## src/rtl/hazard_fwd_ctrl_pkg.sv

```systemverilog
// Shared encodings for the hazard/forwarding controller: Tuse/Tnew codes,
// bypass-mux select codes, multiply/divide latencies and per-stage records.
package hazard_fwd_ctrl_pkg;

  localparam logic [1:0] TUSE_BRANCH = 2'd0;
  localparam logic [1:0] TUSE_ALU    = 2'd1;
  localparam logic [1:0] TUSE_STORE  = 2'd2;
  localparam logic [1:0] TUSE_NONE   = 2'd3;

  localparam logic [1:0] TNEW_LINK = 2'd0;
  localparam logic [1:0] TNEW_ALU  = 2'd1;
  localparam logic [1:0] TNEW_LOAD = 2'd2;

  localparam logic [1:0] FWD_D_RF  = 2'd0;
  localparam logic [1:0] FWD_D_E   = 2'd1;
  localparam logic [1:0] FWD_D_M   = 2'd2;
  localparam logic [1:0] FWD_E_REG = 2'd0;
  localparam logic [1:0] FWD_E_M   = 2'd1;
  localparam logic [1:0] FWD_E_W   = 2'd2;
  localparam logic       FWD_M_REG = 1'b0;
  localparam logic       FWD_M_W   = 1'b1;

  localparam int unsigned MULT_CYCLES_DEF = 5;
  localparam int unsigned DIV_CYCLES_DEF  = 10;
  localparam int unsigned CNT_W_DEF       = 4;

  typedef struct packed {
    logic [4:0] rs;
    logic [4:0] rt;
    logic [4:0] dst;
    logic [1:0] tnew;
    logic       is_md;
    logic       is_div;
  } e_stage_t;

  typedef struct packed {
    logic [4:0] rt;
    logic [4:0] dst;
    logic [1:0] tnew;
  } m_stage_t;

  function automatic logic [1:0] sat_dec(input logic [1:0] x);
    return (x != 2'd0) ? x - 2'd1 : 2'd0;
  endfunction

  // A producer still needing more cycles than the consumer can wait is an unresolvable RAW.
  function automatic logic raw_hazard(input logic [4:0] x, input logic [1:0] tuse,
                                      input logic [4:0] e_dst, input logic [1:0] e_tnew,
                                      input logic [4:0] m_dst, input logic [1:0] m_tnew);
    return (tuse != TUSE_NONE) && (x != 5'd0) &&
           (((e_dst == x) && (e_tnew > tuse)) || ((m_dst == x) && (m_tnew > tuse)));
  endfunction

endpackage

```

## src/rtl/hazard_fwd_ctrl_if.sv

```systemverilog
// Decode-stage hazard descriptors in, stall / bypass selects / MD status out.
// No handshake: every signal is a level sampled or produced each cycle.
interface hazard_fwd_ctrl_if;
  logic [4:0] D_Rs;
  logic [4:0] D_Rt;
  logic [1:0] D_TuseRs;
  logic [1:0] D_TuseRt;
  logic [4:0] D_Dst;
  logic [1:0] D_Tnew;
  logic       D_IsMD;
  logic       D_IsDiv;
  logic       D_UsesMD;
  logic       Stall;
  logic [1:0] FwdD_Rs;
  logic [1:0] FwdD_Rt;
  logic [1:0] FwdE_Rs;
  logic [1:0] FwdE_Rt;
  logic       FwdM_Rt;
  logic       MD_Start;
  logic       MD_Busy;

  modport master (
    output D_Rs, D_Rt, D_TuseRs, D_TuseRt, D_Dst, D_Tnew, D_IsMD, D_IsDiv, D_UsesMD,
    input  Stall, FwdD_Rs, FwdD_Rt, FwdE_Rs, FwdE_Rt, FwdM_Rt, MD_Start, MD_Busy
  );

  modport slave (
    input  D_Rs, D_Rt, D_TuseRs, D_TuseRt, D_Dst, D_Tnew, D_IsMD, D_IsDiv, D_UsesMD,
    output Stall, FwdD_Rs, FwdD_Rt, FwdE_Rs, FwdE_Rt, FwdM_Rt, MD_Start, MD_Busy
  );
endinterface

```

## src/rtl/hazard_fwd_ctrl_md_busy_counter.sv

```systemverilog
// Multiply/divide busy counter: loaded as an MD instruction leaves E,
// then counts down to zero; busy while nonzero.
module md_busy_counter #(
  parameter int unsigned MULT_CYCLES = 5,
  parameter int unsigned DIV_CYCLES  = 10,
  parameter int unsigned CNT_W       = 4
) (
  input  logic clk,
  input  logic reset_n,
  input  logic load,
  input  logic is_div,
  output logic busy
);

  logic [CNT_W-1:0] cnt_q, cnt_d;

  always_comb begin
    cnt_d = cnt_q;
    if (load) begin
      cnt_d = is_div ? CNT_W'(DIV_CYCLES) : CNT_W'(MULT_CYCLES);
    end else if (cnt_q != '0) begin
      cnt_d = cnt_q - CNT_W'(1);
    end
  end

  always_ff @(posedge clk or negedge reset_n) begin
    if (!reset_n) cnt_q <= '0;
    else          cnt_q <= cnt_d;
  end

  assign busy = (cnt_q != '0);

endmodule

```

## src/rtl/hazard_fwd_ctrl.sv

```systemverilog
// Hazard and forwarding controller for the D/E/M/W MIPS pipeline: tracks
// in-flight destinations and Tnew, drives stall and all operand-bypass selects.
module hazard_fwd_ctrl
  import hazard_fwd_ctrl_pkg::*;
#(
  parameter int unsigned MULT_CYCLES = MULT_CYCLES_DEF,
  parameter int unsigned DIV_CYCLES  = DIV_CYCLES_DEF,
  parameter int unsigned CNT_W       = CNT_W_DEF
) (
  input  logic             clk,
  input  logic             reset_n,
  hazard_fwd_ctrl_if.slave bus
);

  e_stage_t   e_q, e_d;
  m_stage_t   m_q, m_d;
  logic [4:0] w_dst_q, w_dst_d;
  logic       md_busy;
  logic       stall;

  function automatic logic [1:0] fwd_d_sel(input logic [4:0] x);
    if (x == 5'd0)                                 return FWD_D_RF;
    else if (e_q.dst == x && e_q.tnew == TNEW_LINK) return FWD_D_E;
    else if (m_q.dst == x && m_q.tnew == 2'd0)      return FWD_D_M;
    else                                           return FWD_D_RF;
  endfunction

  function automatic logic [1:0] fwd_e_sel(input logic [4:0] x);
    if (x == 5'd0)                             return FWD_E_REG;
    else if (m_q.dst == x && m_q.tnew == 2'd0) return FWD_E_M;
    else if (w_dst_q == x)                     return FWD_E_W;
    else                                       return FWD_E_REG;
  endfunction

  md_busy_counter #(
    .MULT_CYCLES(MULT_CYCLES),
    .DIV_CYCLES (DIV_CYCLES),
    .CNT_W      (CNT_W)
  ) u_md_cnt (
    .clk    (clk),
    .reset_n(reset_n),
    .load   (e_q.is_md),
    .is_div (e_q.is_div),
    .busy   (md_busy)
  );

  // An MD instruction in E has not loaded the counter yet, so it must block MD users too.
  always_comb begin
    stall = raw_hazard(bus.D_Rs, bus.D_TuseRs, e_q.dst, e_q.tnew, m_q.dst, m_q.tnew) |
            raw_hazard(bus.D_Rt, bus.D_TuseRt, e_q.dst, e_q.tnew, m_q.dst, m_q.tnew) |
            (bus.D_UsesMD & (md_busy | e_q.is_md));

    m_d.rt   = e_q.rt;
    m_d.dst  = e_q.dst;
    m_d.tnew = sat_dec(e_q.tnew);
    w_dst_d  = m_q.dst;

    e_d = '0;
    if (!stall) begin
      e_d.rs     = bus.D_Rs;
      e_d.rt     = bus.D_Rt;
      e_d.dst    = bus.D_Dst;
      e_d.tnew   = bus.D_Tnew;
      e_d.is_md  = bus.D_IsMD;
      e_d.is_div = bus.D_IsDiv;
    end
  end

  always_ff @(posedge clk or negedge reset_n) begin
    if (!reset_n) begin
      e_q     <= '0;
      m_q     <= '0;
      w_dst_q <= '0;
    end else begin
      e_q     <= e_d;
      m_q     <= m_d;
      w_dst_q <= w_dst_d;
    end
  end

  assign bus.Stall    = stall;
  assign bus.FwdD_Rs  = fwd_d_sel(bus.D_Rs);
  assign bus.FwdD_Rt  = fwd_d_sel(bus.D_Rt);
  assign bus.FwdE_Rs  = fwd_e_sel(e_q.rs);
  assign bus.FwdE_Rt  = fwd_e_sel(e_q.rt);
  assign bus.FwdM_Rt  = (m_q.rt != 5'd0 && w_dst_q == m_q.rt) ? FWD_M_W : FWD_M_REG;
  assign bus.MD_Start = e_q.is_md;
  assign bus.MD_Busy  = md_busy;

endmodule

```

## src/flat_wrapper.sv

```systemverilog
// flat-port wrapper written by rule: the top's interface ports become plain ports
module hazard_fwd_ctrl_flat import hazard_fwd_ctrl_pkg::*;
#(
  parameter int unsigned MULT_CYCLES = MULT_CYCLES_DEF,
  parameter int unsigned DIV_CYCLES  = DIV_CYCLES_DEF,
  parameter int unsigned CNT_W       = CNT_W_DEF
)
  (clk, reset_n, bus_D_Rs, bus_D_Rt, bus_D_TuseRs, bus_D_TuseRt, bus_D_Dst, bus_D_Tnew, bus_D_IsMD, bus_D_IsDiv, bus_D_UsesMD, bus_Stall, bus_FwdD_Rs, bus_FwdD_Rt, bus_FwdE_Rs, bus_FwdE_Rt, bus_FwdM_Rt, bus_MD_Start, bus_MD_Busy);
  hazard_fwd_ctrl_if bus_i ();
  input  logic clk;
  input  logic reset_n;
  input wire logic [$bits(bus_i.D_Rs)-1:0] bus_D_Rs;
  input wire logic [$bits(bus_i.D_Rt)-1:0] bus_D_Rt;
  input wire logic [$bits(bus_i.D_TuseRs)-1:0] bus_D_TuseRs;
  input wire logic [$bits(bus_i.D_TuseRt)-1:0] bus_D_TuseRt;
  input wire logic [$bits(bus_i.D_Dst)-1:0] bus_D_Dst;
  input wire logic [$bits(bus_i.D_Tnew)-1:0] bus_D_Tnew;
  input wire logic [$bits(bus_i.D_IsMD)-1:0] bus_D_IsMD;
  input wire logic [$bits(bus_i.D_IsDiv)-1:0] bus_D_IsDiv;
  input wire logic [$bits(bus_i.D_UsesMD)-1:0] bus_D_UsesMD;
  output wire logic [$bits(bus_i.Stall)-1:0] bus_Stall;
  output wire logic [$bits(bus_i.FwdD_Rs)-1:0] bus_FwdD_Rs;
  output wire logic [$bits(bus_i.FwdD_Rt)-1:0] bus_FwdD_Rt;
  output wire logic [$bits(bus_i.FwdE_Rs)-1:0] bus_FwdE_Rs;
  output wire logic [$bits(bus_i.FwdE_Rt)-1:0] bus_FwdE_Rt;
  output wire logic [$bits(bus_i.FwdM_Rt)-1:0] bus_FwdM_Rt;
  output wire logic [$bits(bus_i.MD_Start)-1:0] bus_MD_Start;
  output wire logic [$bits(bus_i.MD_Busy)-1:0] bus_MD_Busy;
  assign bus_i.D_Rs = bus_D_Rs;
  assign bus_i.D_Rt = bus_D_Rt;
  assign bus_i.D_TuseRs = bus_D_TuseRs;
  assign bus_i.D_TuseRt = bus_D_TuseRt;
  assign bus_i.D_Dst = bus_D_Dst;
  assign bus_i.D_Tnew = bus_D_Tnew;
  assign bus_i.D_IsMD = bus_D_IsMD;
  assign bus_i.D_IsDiv = bus_D_IsDiv;
  assign bus_i.D_UsesMD = bus_D_UsesMD;
  assign bus_Stall = bus_i.Stall;
  assign bus_FwdD_Rs = bus_i.FwdD_Rs;
  assign bus_FwdD_Rt = bus_i.FwdD_Rt;
  assign bus_FwdE_Rs = bus_i.FwdE_Rs;
  assign bus_FwdE_Rt = bus_i.FwdE_Rt;
  assign bus_FwdM_Rt = bus_i.FwdM_Rt;
  assign bus_MD_Start = bus_i.MD_Start;
  assign bus_MD_Busy = bus_i.MD_Busy;
  hazard_fwd_ctrl #(.MULT_CYCLES(MULT_CYCLES), .DIV_CYCLES(DIV_CYCLES), .CNT_W(CNT_W)) u_core (.clk(clk), .reset_n(reset_n), .bus(bus_i));
endmodule
```

## config.mk

```make
export PLATFORM = sky130hd
export DESIGN_NAME = hazard_fwd_ctrl_flat
export DESIGN_NICKNAME = d
export VERILOG_FILES = /design/src/rtl/hazard_fwd_ctrl_pkg.sv /design/src/rtl/hazard_fwd_ctrl_if.sv /design/src/rtl/hazard_fwd_ctrl_md_busy_counter.sv /design/src/rtl/hazard_fwd_ctrl.sv /design/src/flat_wrapper.sv
export SDC_FILE = /design/constraint.sdc
export NUM_CORES = 1
export LEC_CHECK = 0
export ABC_AREA = 0
export CORE_ASPECT_RATIO = 1.2
export CORE_UTILIZATION = 35
export DETAILED_ROUTE_END_ITERATION = 6
export PLACE_DENSITY = 0.61
export SLEW_MARGIN = 5
export SYNTH_ARGS = -nofsm -noshare
export SYNTH_HDL_FRONTEND = slang
export SYNTH_SLANG_ARGS = --single-unit
```

## constraint.sdc

```tcl
create_clock -name clk -period 4.7 [get_ports clk]
set_clock_uncertainty 0.05 [all_clocks]
set_input_delay 0.94 -clock clk [delete_from_list [all_inputs] [get_ports clk]]
set_output_delay 0.94 -clock clk [all_outputs]
set_load 0.02 [all_outputs]
```

; After elaboration in Yosys (flattened, before gate mapping)
; Index checks and enable logic that the tools add are counted.
[classes]
eq_ne = 11
order_cmp = 4
n_addsub = 2
n_mux = 18
reduce_logical = 29
n_bitwise = 4
[op_table]
columns = cell, n
row1 = $eq 5x5->1, 9
row2 = $mux 2, 13
row3 = $logic_not 5->1, 4
row4 = $mux 19, 1
row5 = $logic_and 1x1->1, 15
row6 = $reduce_bool 5->1, 3
row7 = $mux 4, 3
row8 = $gt 2x2->1, 4
row9 = $logic_not 2->1, 2
row10 = $ne 2x2->1 const B, 2
row11 = $reduce_bool 2->1, 2
row12 = $reduce_bool 4->1, 1
row13 = $sub 4x1->4 const B, 1
row14 = $or 1x1->1, 3
row15 = $logic_or 1x1->1, 2
row16 = $sub 2x1->2 const B, 1
row17 = $and 1x1->1, 1
row18 = $mux 1, 1
[word_totals]
out_inout_bits = 12
input_bits = 26
regBits = 40
word_cells = 79

; Logic depth before layout (Yosys ltp)
; Gate-level depths: netlist of the first run.
[depth]
word_depth = 7
mapped_depth = 8
depth_no_buf = 7

; By module
; A second synthesis of the first run with hierarchy kept.
[unflattened]
hier_cells = 214
area_unflattened_um2 = 2270.9
[by_module_without_submodules]
columns = module, area_each_um2, cells_each, seq_area_each_um2, instances
row1 = hazard_fwd_ctrl, 2034.5, 193, 900.9, 1
row2 = md_busy_counter, 236.5, 21, 100.1, 1

; Least setup slack after synthesis of the first run
; Ideal clock, no wire load.
[synth_timing]
kind = input -> output
from = input bus_D_Rs[1]
to = output bus_Stall
path_buffers = 1
path_stages = 6
t_arrival_ns = 2.358
setup_slack_ns = 1.352
t_required_ns = 3.710
cell_sequence = or4_1 -> nor2_2 -> nor4_1 -> a211o_1 -> buf_6 -> or2_1
[synth_between]
elab_chain_len = 6
elab_cells_between_ends = 10
cone_classes = 2 x eq/ne / 2 x bitwise / 6 x reduce/logical
[synth_lines]
columns = element, line
row1 = from (decl), flat_wrapper.sv:12  ; input wire logic [$bits(bus_i.D_Rs)-1:0] bus_D_Rs;
row2 = $eq 5x5->1, hazard_fwd_ctrl_pkg.sv:51  ; (((e_dst == x) && (e_tnew > tuse)) || ((m_dst == x) && (m_tnew > tuse)));
row3 = $logic_and 1x1->1, hazard_fwd_ctrl_pkg.sv:51
row4 = $logic_or 1x1->1, hazard_fwd_ctrl_pkg.sv:51
row5 = $logic_and 1x1->1 (*), hazard_fwd_ctrl_pkg.sv:50  ; return (tuse != TUSE_NONE) && (x != 5'd0) &&
row6 = $or 1x1->1 (*), hazard_fwd_ctrl.sv:49  ; stall = raw_hazard(bus.D_Rs, bus.D_TuseRs, e_q.dst, e_q.tnew, m_q.dst, m_q.tnew) |
row7 = $or 1x1->1 (*), hazard_fwd_ctrl.sv:50  ; raw_hazard(bus.D_Rt, bus.D_TuseRt, e_q.dst, e_q.tnew, m_q.dst, m_q.tnew) |
row8 = to (decl), flat_wrapper.sv:21  ; output wire logic [$bits(bus_i.Stall)-1:0] bus_Stall;
; Mark *: on every way between the ends. The rest lies on a longest branch, timed or not.

; Final worst setup path of the first run
; Ends and elaborated chain as after synthesis.

==> flow_summary_export.csv, run 1 <==
group,metric,value,unit
die,die_h,88.0,um
worst_setup_path,crit_family,"buffers and inverters",
worst_setup_path,critPathMostFrequentCell,"clkdlybuf4s50_1",
placed_design,placed_area,2620,um2
synthesis,ys_seq_elements,40,
sta,tightestPinTransition,879,ps
drt,firstDrtPassIters,4,
final_layout,finalNetCount,293,
sta,period_share,90.1,%
synthesis,synth_nets,251,
sta,hold_viol,0,
sta,rsz0062_at_grt,"no",
global_route,grt_util_all_layers,16.3,%
worst_setup_path,cp_slowest_stage_delay,560,ps
placed_design,place_congestion,0.837,
worst_setup_path,critPathMaxFanout,4,
drt,wl_per_cell,13.5,um
clocking,clk_pin_slew,70,ps
worst_setup_path,reg2regPathDepth,8,
clocking,cts_buffer_depth,2,
clocking,clk_latency,290,ps
final_layout,antennaDiodeCount,0,
drt,routed_wl,4590,um
drt,drtAntennaViolNets,0,
drt,drc,0,
synthesis,seq_area_frac_synth,46.3,%
power,pwr-share-clk,26.8,%
power,ir_drop,0.200,mV
die,core_area,6010,um2
worst_setup_path,cp.depth,7,
clocking,cts_root_buffer,"clkbuf_8",
worst_setup_path,arrival,3250,ps
global_route,gr-usage-met1,19.4,%
synthesis,synth_warnings,0,
final_layout,drive_gt1_share,4.26,%
global_route,grt_pass1_vias,1661,
global_route,grt_pass1_wl,7890,um
clocking,ctsResizeCount,0,
final_layout,post-route-util,45.3,%
synthesis,synth_cell_types,33,
worst_setup_path,path_buf_inv,2,
placed_design,port_buffers,37,
worst_hold_path,hp-class,"flip-flop to flip-flop",
clocking,clock-sinks,40,
clocking,cts_tree,"yes",
synthesis,yosys-top-cells-area,"dfrtp_1 46%, xnor2_1 9.7%, xor2_1 8.9%",
clocking,cts_buffers,5,
global_route,top_usage_layer,"met2",
worst_setup_path,crit_path_cell_trace,"clkdlybuf4s50_1, or4_1, nor2_2, nor4_1, a211o_1, or2_1, clkdlybuf4s50_1",
worst_hold_path,hold_depth,0,
drt,via_count,1627,
power,seq_power_share,45.0,%
synthesis,netlist.area_leader.share,46.3,%
worst_setup_path,path_class,"input pin to output pin",
die,num_rows,31,
power,p_sw,0.000314,W
die,start_util,35.9,%
drt,drt_iter0_markers,53,
drt,viasPerCell,4.79,
final_layout,fillers,599,
power,cellPowerDensity,375,nW/um2
synthesis,yosys.area.top_type,"dfrtp_1",
final_layout,design_area,2720,um2
sta,setup_viol,0,
power,p_int,0.000708,W
final_layout,area.growth.synth_to_final,26.1,%
die,die-area,6490,um2
synthesis,syn_area_per_cell,10.0,um2
final_layout,layout_common_cells,"40 x dfrtp_1, 36 x clkdlybuf4s50_1, 27 x inv_1",
clocking,holdBufCountCts,0,
sta,max_slew_margin,41.4,%
run,cap_violations,0,
sta,hold-worst-slack,404,ps
power,p_sw_share,30.7,%
worst_setup_path,critPathCaptureType,"output pin",
clocking,htree_num_levels,2,
sta,slew_viol_final,0,
run_status,run_status,"completed",
power,pwr-share-comb,28.2,%
worst_setup_path,cp_slowest_cell,"or4_1",
worst_setup_path,cp.required,3710,ps
global_route,antenna_found_initial,0,
worst_setup_path,start_kind,"input pin",
die,io_pins,38,
global_route,use_met2,29.3,%
global_route,use_met3,2.53,%
global_route,grt.overflow.total,0,
die,fp.dieW,73.7,um
synthesis,synth_cells,215,
sta,fin_crit,4240,ps
placed_design,dp.final_hpwl,3460,um
sta,fmax,0.236,GHz
final_layout,layout_commonest_cell,"dfrtp_1",
global_route,grt_max_degree,41,
power,p_leak,1.25,nW
synthesis,syn_area,2160,um2
clocking,postCtsSetupBuffers,0,
sta,final.setup.tns,0,ps
## final timing paths
check                                                     start                           to  slack, ps
min in group asynchronous                               reset_n      u_core.e_q[3]$_DFF_PN0_        700
max in group asynchronous                               reset_n  u_core.w_dst_d[4]$_DFF_PN0_       3330
min                                     u_core.e_q[9]$_DFF_PN0_      u_core.m_q[7]$_DFF_PN0_        400
min reg2reg                             u_core.e_q[9]$_DFF_PN0_      u_core.m_q[7]$_DFF_PN0_        400
max reg2reg                u_core.u_md_cnt.cnt_q[0]$_DFFE_PN0N_     u_core.e_q[17]$_DFF_PN0_       2710
max                                                 bus_D_Rs[1]                    bus_Stall        460
## synthesized netlist by cell type
cell,count
and3_1,1
nor3_1,26
nor4_1,7
nor2_1,9
o31ai_1,1
clkbuf_1,2
nand2b_1,1
a21oi_1,3
nor2_2,1
nand4_1,1
or4_1,4
inv_1,27
o22ai_1,1
a21o_1,1
and2_1,3
buf_6,1
a211o_1,1
and4_1,2
nor2b_1,4
nand2_1,2
nand3_1,7
or2_1,1
xor2_1,22
xnor2_1,24
buf_4,1
o21a_1,3
o211ai_1,2
or3_1,1
dfrtp_1,40
o21ai_0,2
a22oi_1,3
a221oi_1,1
ha_1,10
## through the flow
| step | std cells | setup slack (ps) | total power [W] |
|---|---|---|---|
| final | 340 | 464 | 0.00102 |
| after CTS | 340 | 461 | 0.00103 |
| after global routing | 340 | 377 | 0.00109 |
| after global placement | 332 | 477 | 0.000751 |
| after floorplan | 215 | 1350 | 0.000655 |
| after detailed placement | 332 | 476 | 0.000758 |
## power by group through the flow
stage               clock network, W  registers, W  logic [W]
floorplan                          0      0.000450   0.000205
global placement                   0      0.000466   0.000285
detailed placement                 0      0.000468   0.000290
CTS                         0.000281      0.000461   0.000292
global route                0.000293      0.000470   0.000327
finish                      0.000274      0.000460   0.000288
## cell type report
cell class	instances	area, um2	share of cell area [%]
sequential	40	1000	36.7
tap	82	103	3.77
inverter	27	101	3.72
clock inverter	2	35.0	1.29
timing repair buffer	39	380	14.0
clock buffer	6	72.6	2.66
multi-input combinational	144	1030	37.9
## state kept, by name, summed over array words and instances (netlist names)
register and flops:
u_core.e_q 18, u_core.u_md_cnt.cnt_q 4, u_core.m_q 7, u_core.bus.MD_Start 1, u_core.w_dst_d 5, u_core.w_dst_q 5
## per-layer routing
| metal | part of all wire (%) | wire (um) |
|---|---|---|
| met1 | 44 | 2000 |
| met2 | 51 | 2340 |
| met3 | 3.3 | 151 |
| met4 | 2.0 | 93 |
| met5 | 0 | 0 |
## cell families after synthesis
family / share of synthesized area (%)
buffers and inverters: 5.91
adders and majority gates: 5.79
DFF: 46.3
AOI/OAI and AO/OA: 5.74
xor gates and xnor gates: 18.7
and+or+nand+nor: 17.6
(Power assumes the default switching activity.)
==> run 2, diff against run 1 <==
--- a/config.mk
+++ b/config.mk
@@ -9,8 +9,10 @@
 export CORE_ASPECT_RATIO = 1.2
 export CORE_UTILIZATION = 35
 export DETAILED_ROUTE_END_ITERATION = 6
-export PLACE_DENSITY = 0.61
+export GPL_ROUTABILITY_DRIVEN = 0
+export PLACE_DENSITY = 0.6
 export SLEW_MARGIN = 5
 export SYNTH_ARGS = -nofsm -noshare
 export SYNTH_HDL_FRONTEND = slang
+export SYNTH_HIERARCHICAL = 1
 export SYNTH_SLANG_ARGS = --single-unit
==> run 2 against run 1 <==
Compared with the run above: power is 4.3% higher; non-clock buffer count unchanged; first-iteration DRC count up 34%; sequential share of layout area decreased by 1.6 points; fmax up 1.1%; clock power rose by 9.1%; via count decreased by 1.5%; worst setup slack improved by 44 ps; sequential power hardly changed; register-to-register slack worse by 90 ps; wire length grew 1.8%.
==> flow_summary_export.csv, run 2 <==
group,metric,value,unit
drt,wl_per_cell,13.8,um
worst_setup_path,reg2regPathDepth,8,
global_route,grt.overflow.total,0,
clocking,clock-sinks,40,
synthesis,yosys-top-cells-area,"dfrtp_1 44%, xnor2_1 9.3%, xor2_1 8.5%",
drt,routed_wl,4670,um
synthesis,synth_warnings,6,
clocking,clk_pin_slew,80,ps
final_layout,finalNetCount,291,
synthesis,synth_cells,214,
sta,setup_viol,0,
sta,slew_viol_final,0,
sta,final.setup.tns,0,ps
synthesis,synth_nets,250,
drt,via_count,1603,
worst_hold_path,worstHoldStart,"u_core/e_q[7]$_DFF_PN0_",
drt,drtAntennaViolNets,0,
synthesis,syn_area,2270,um2
worst_hold_path,min_to,"u_core/w_dst_d[3]$_DFF_PN0_",
synthesis,synth-edff-count,0,
final_layout,layout_commonest_cell,"dfrtp_1",
worst_setup_path,cp.required,3710,ps
clocking,htree_num_levels,2,
worst_setup_path,critPathCaptureType,"output pin",
worst_setup_path,path_class,"input pin to output pin",
sta,period_share,89.2,%
synthesis,synth_ff_type,"dfrtp_1",
global_route,grt_pass1_vias,1709,
placed_design,dp.final_hpwl,3590,um
worst_setup_path,start_kind,"input pin",
final_layout,top_regs,"u_core/e_q: 18 flops, u_core/m_q: 7 flops",
clocking,clk_latency,300,ps
worst_setup_path,critPathMaxFanout,3,
global_route,antenna_found_initial,0,
sta,tightestPinTransition,878,ps
synthesis,netlist.area_leader.share,44.1,%
worst_setup_path,r2r_slack,2620,ps
synthesis,ys_async_sr_fraction,100,%
final_layout,post-route-util,46.2,%
die,die_h,90.2,um
sta,fin_crit,4190,ps
clocking,cts_tree,"yes",
power,ir_drop,0.211,mV
synthesis,syn_area_per_cell,10.6,um2
clocking,cts_buffers,5,
run,cap_violations,0,
placed_design,port_buffers,37,
synthesis,synth_cell_types,38,
final_layout,drive_gt1_share,12.9,%
die,num_rows,31,
final_layout,layout_common_cells,"40 x dfrtp_1, 36 x clkdlybuf4s50_1, 27 x inv_1",
die,io_pins,38,
die,die-area,6820,um2
global_route,grt_max_degree,41,
worst_setup_path,arrival,3200,ps
sta,fmax,0.239,GHz
synthesis,synth_commonest_cells,"40 x dfrtp_1, 27 x inv_1, 24 x xnor2_1",
worst_hold_path,hold_depth,0,
clocking,ctsResizeCount,0,
final_layout,top_register,"u_core/e_q",
global_route,grt_pass1_wl,8200,um
drt,drc,0,
final_layout,antennaDiodeCount,0,
sta,max_slew_margin,41.5,%
global_route,grt_util_all_layers,16.1,%
power,cellPowerDensity,375,nW/um2
sta,rsz0062_at_grt,"no",
run_status,run_status,"completed",
clocking,cts_buffer_depth,2,
synthesis,ys_seq_elements,40,
final_layout,fillers,588,
die,core_area,6170,um2
drt,viasPerCell,4.74,
synthesis,synth_most_common_cell,"dfrtp_1",
clocking,holdBufCountCts,0,
worst_hold_path,hp-class,"flip-flop to flip-flop",
synthesis,seq_area_frac_synth,44.1,%
synthesis,yosys.area.top_type,"dfrtp_1",
sta,hold_viol,0,
worst_setup_path,r2r_end,"u_core/e_q[15]$_DFF_PN0_",
power,p_leak,1.27,nW
drt,firstDrtPassIters,4,
final_layout,largest_register_ffs,18,
drt,drt_iter0_markers,71,
die,fp.dieW,75.5,um
die,start_util,36.8,%
clocking,cts_root_buffer,"clkbuf_8",
clocking,postCtsSetupBuffers,0,
worst_setup_path,rr_startpoint,"u_core/e_q[2]$_DFF_PN0_",
final_layout,area.growth.synth_to_final,25.5,%
==> run 2: final cells by class <==
cell class	count	area, um2	share of cell area [%]
Clock buffer	6	82.6	2.90
Sequential cell	40	1000	35.1
Tap cell	82	103	3.60
Timing Repair Buffer	39	380	13.4
Multi-Input combinational cell	142	1140	40.1
Clock inverter	2	38.8	1.36
Inverter	27	101	3.56
==> run 2: worst max path at each step <==
| stage | from | to | slack (ps) | cells past startpoint |
|---|---|---|---|---|
| finish | bus_D_TuseRt[1] | bus_Stall | 510 | 9 |
| global route | bus_D_TuseRt[1] | bus_Stall | 240 | 9 |
| CTS | bus_D_TuseRt[1] | bus_Stall | 490 | 9 |
| detailed placement | bus_D_TuseRt[1] | bus_Stall | 500 | 9 |
| global placement | bus_D_TuseRt[1] | bus_Stall | 510 | 9 |
| floorplan | bus_D_Rt[1] | bus_Stall | 1420 | 6 |
==> run 2: power breakdown <==
part / switching (W) / internal (W) / total, W
logic: 0.000143 / 0.000163 / 0.000305
clock network: 0.000126 / 0.000174 / 0.000299
registers: 0.0000650 / 0.000397 / 0.000462
==> run 2: per-layer routing <==
metal	part of all wire (%)	wire length [um]	GRT usage, %
met1	42	1970	20.3
met2	53	2460	26.7
met3	3.4	159	2.80
met4	1.7	78	6.02
met5	0	0	0
==> run 2: cells by family (layout without fill, tap and decap cells) <==
logic type	after synthesis	after routing	share of synthesized area, %
muxes	2	2	0.937
adders and majority gates	10	10	5.51
DFF	40	40	44.1
buffers and inverters	32	74	5.90
and+or+nand+nor	67	67	20.7
xor gates and xnor gates	46	46	17.7
AOI/OAI and AO/OA	17	17	5.12
==> run 2: worst max-delay path: stages <==
cell and delay, ps:
clkdlybuf4s50_1 500, inv_1 70, ha_1 310, a22oi_1 140
o21ai_0 150, o41ai_1 260, a21o_1 130, or2_1 100
clkdlybuf4s50_1 610
==> run 2: through the flow <==
| step | std cells | instance area [um2] | hold slack [ps] | worst slack (ps) | power, W |
|---|---|---|---|---|---|
| global route | 338 | 2850 | 419 | 238 | 0.00114 |
| floorplan | 214 | 2270 | 302 | 1420 | 0.000676 |
| detailed placement | 330 | 2730 | 390 | 496 | 0.000780 |
| finish | 338 | 2850 | 403 | 508 | 0.00107 |
| global placement | 330 | 2730 | 394 | 510 | 0.000773 |
| CTS | 338 | 2850 | 402 | 487 | 0.00108 |
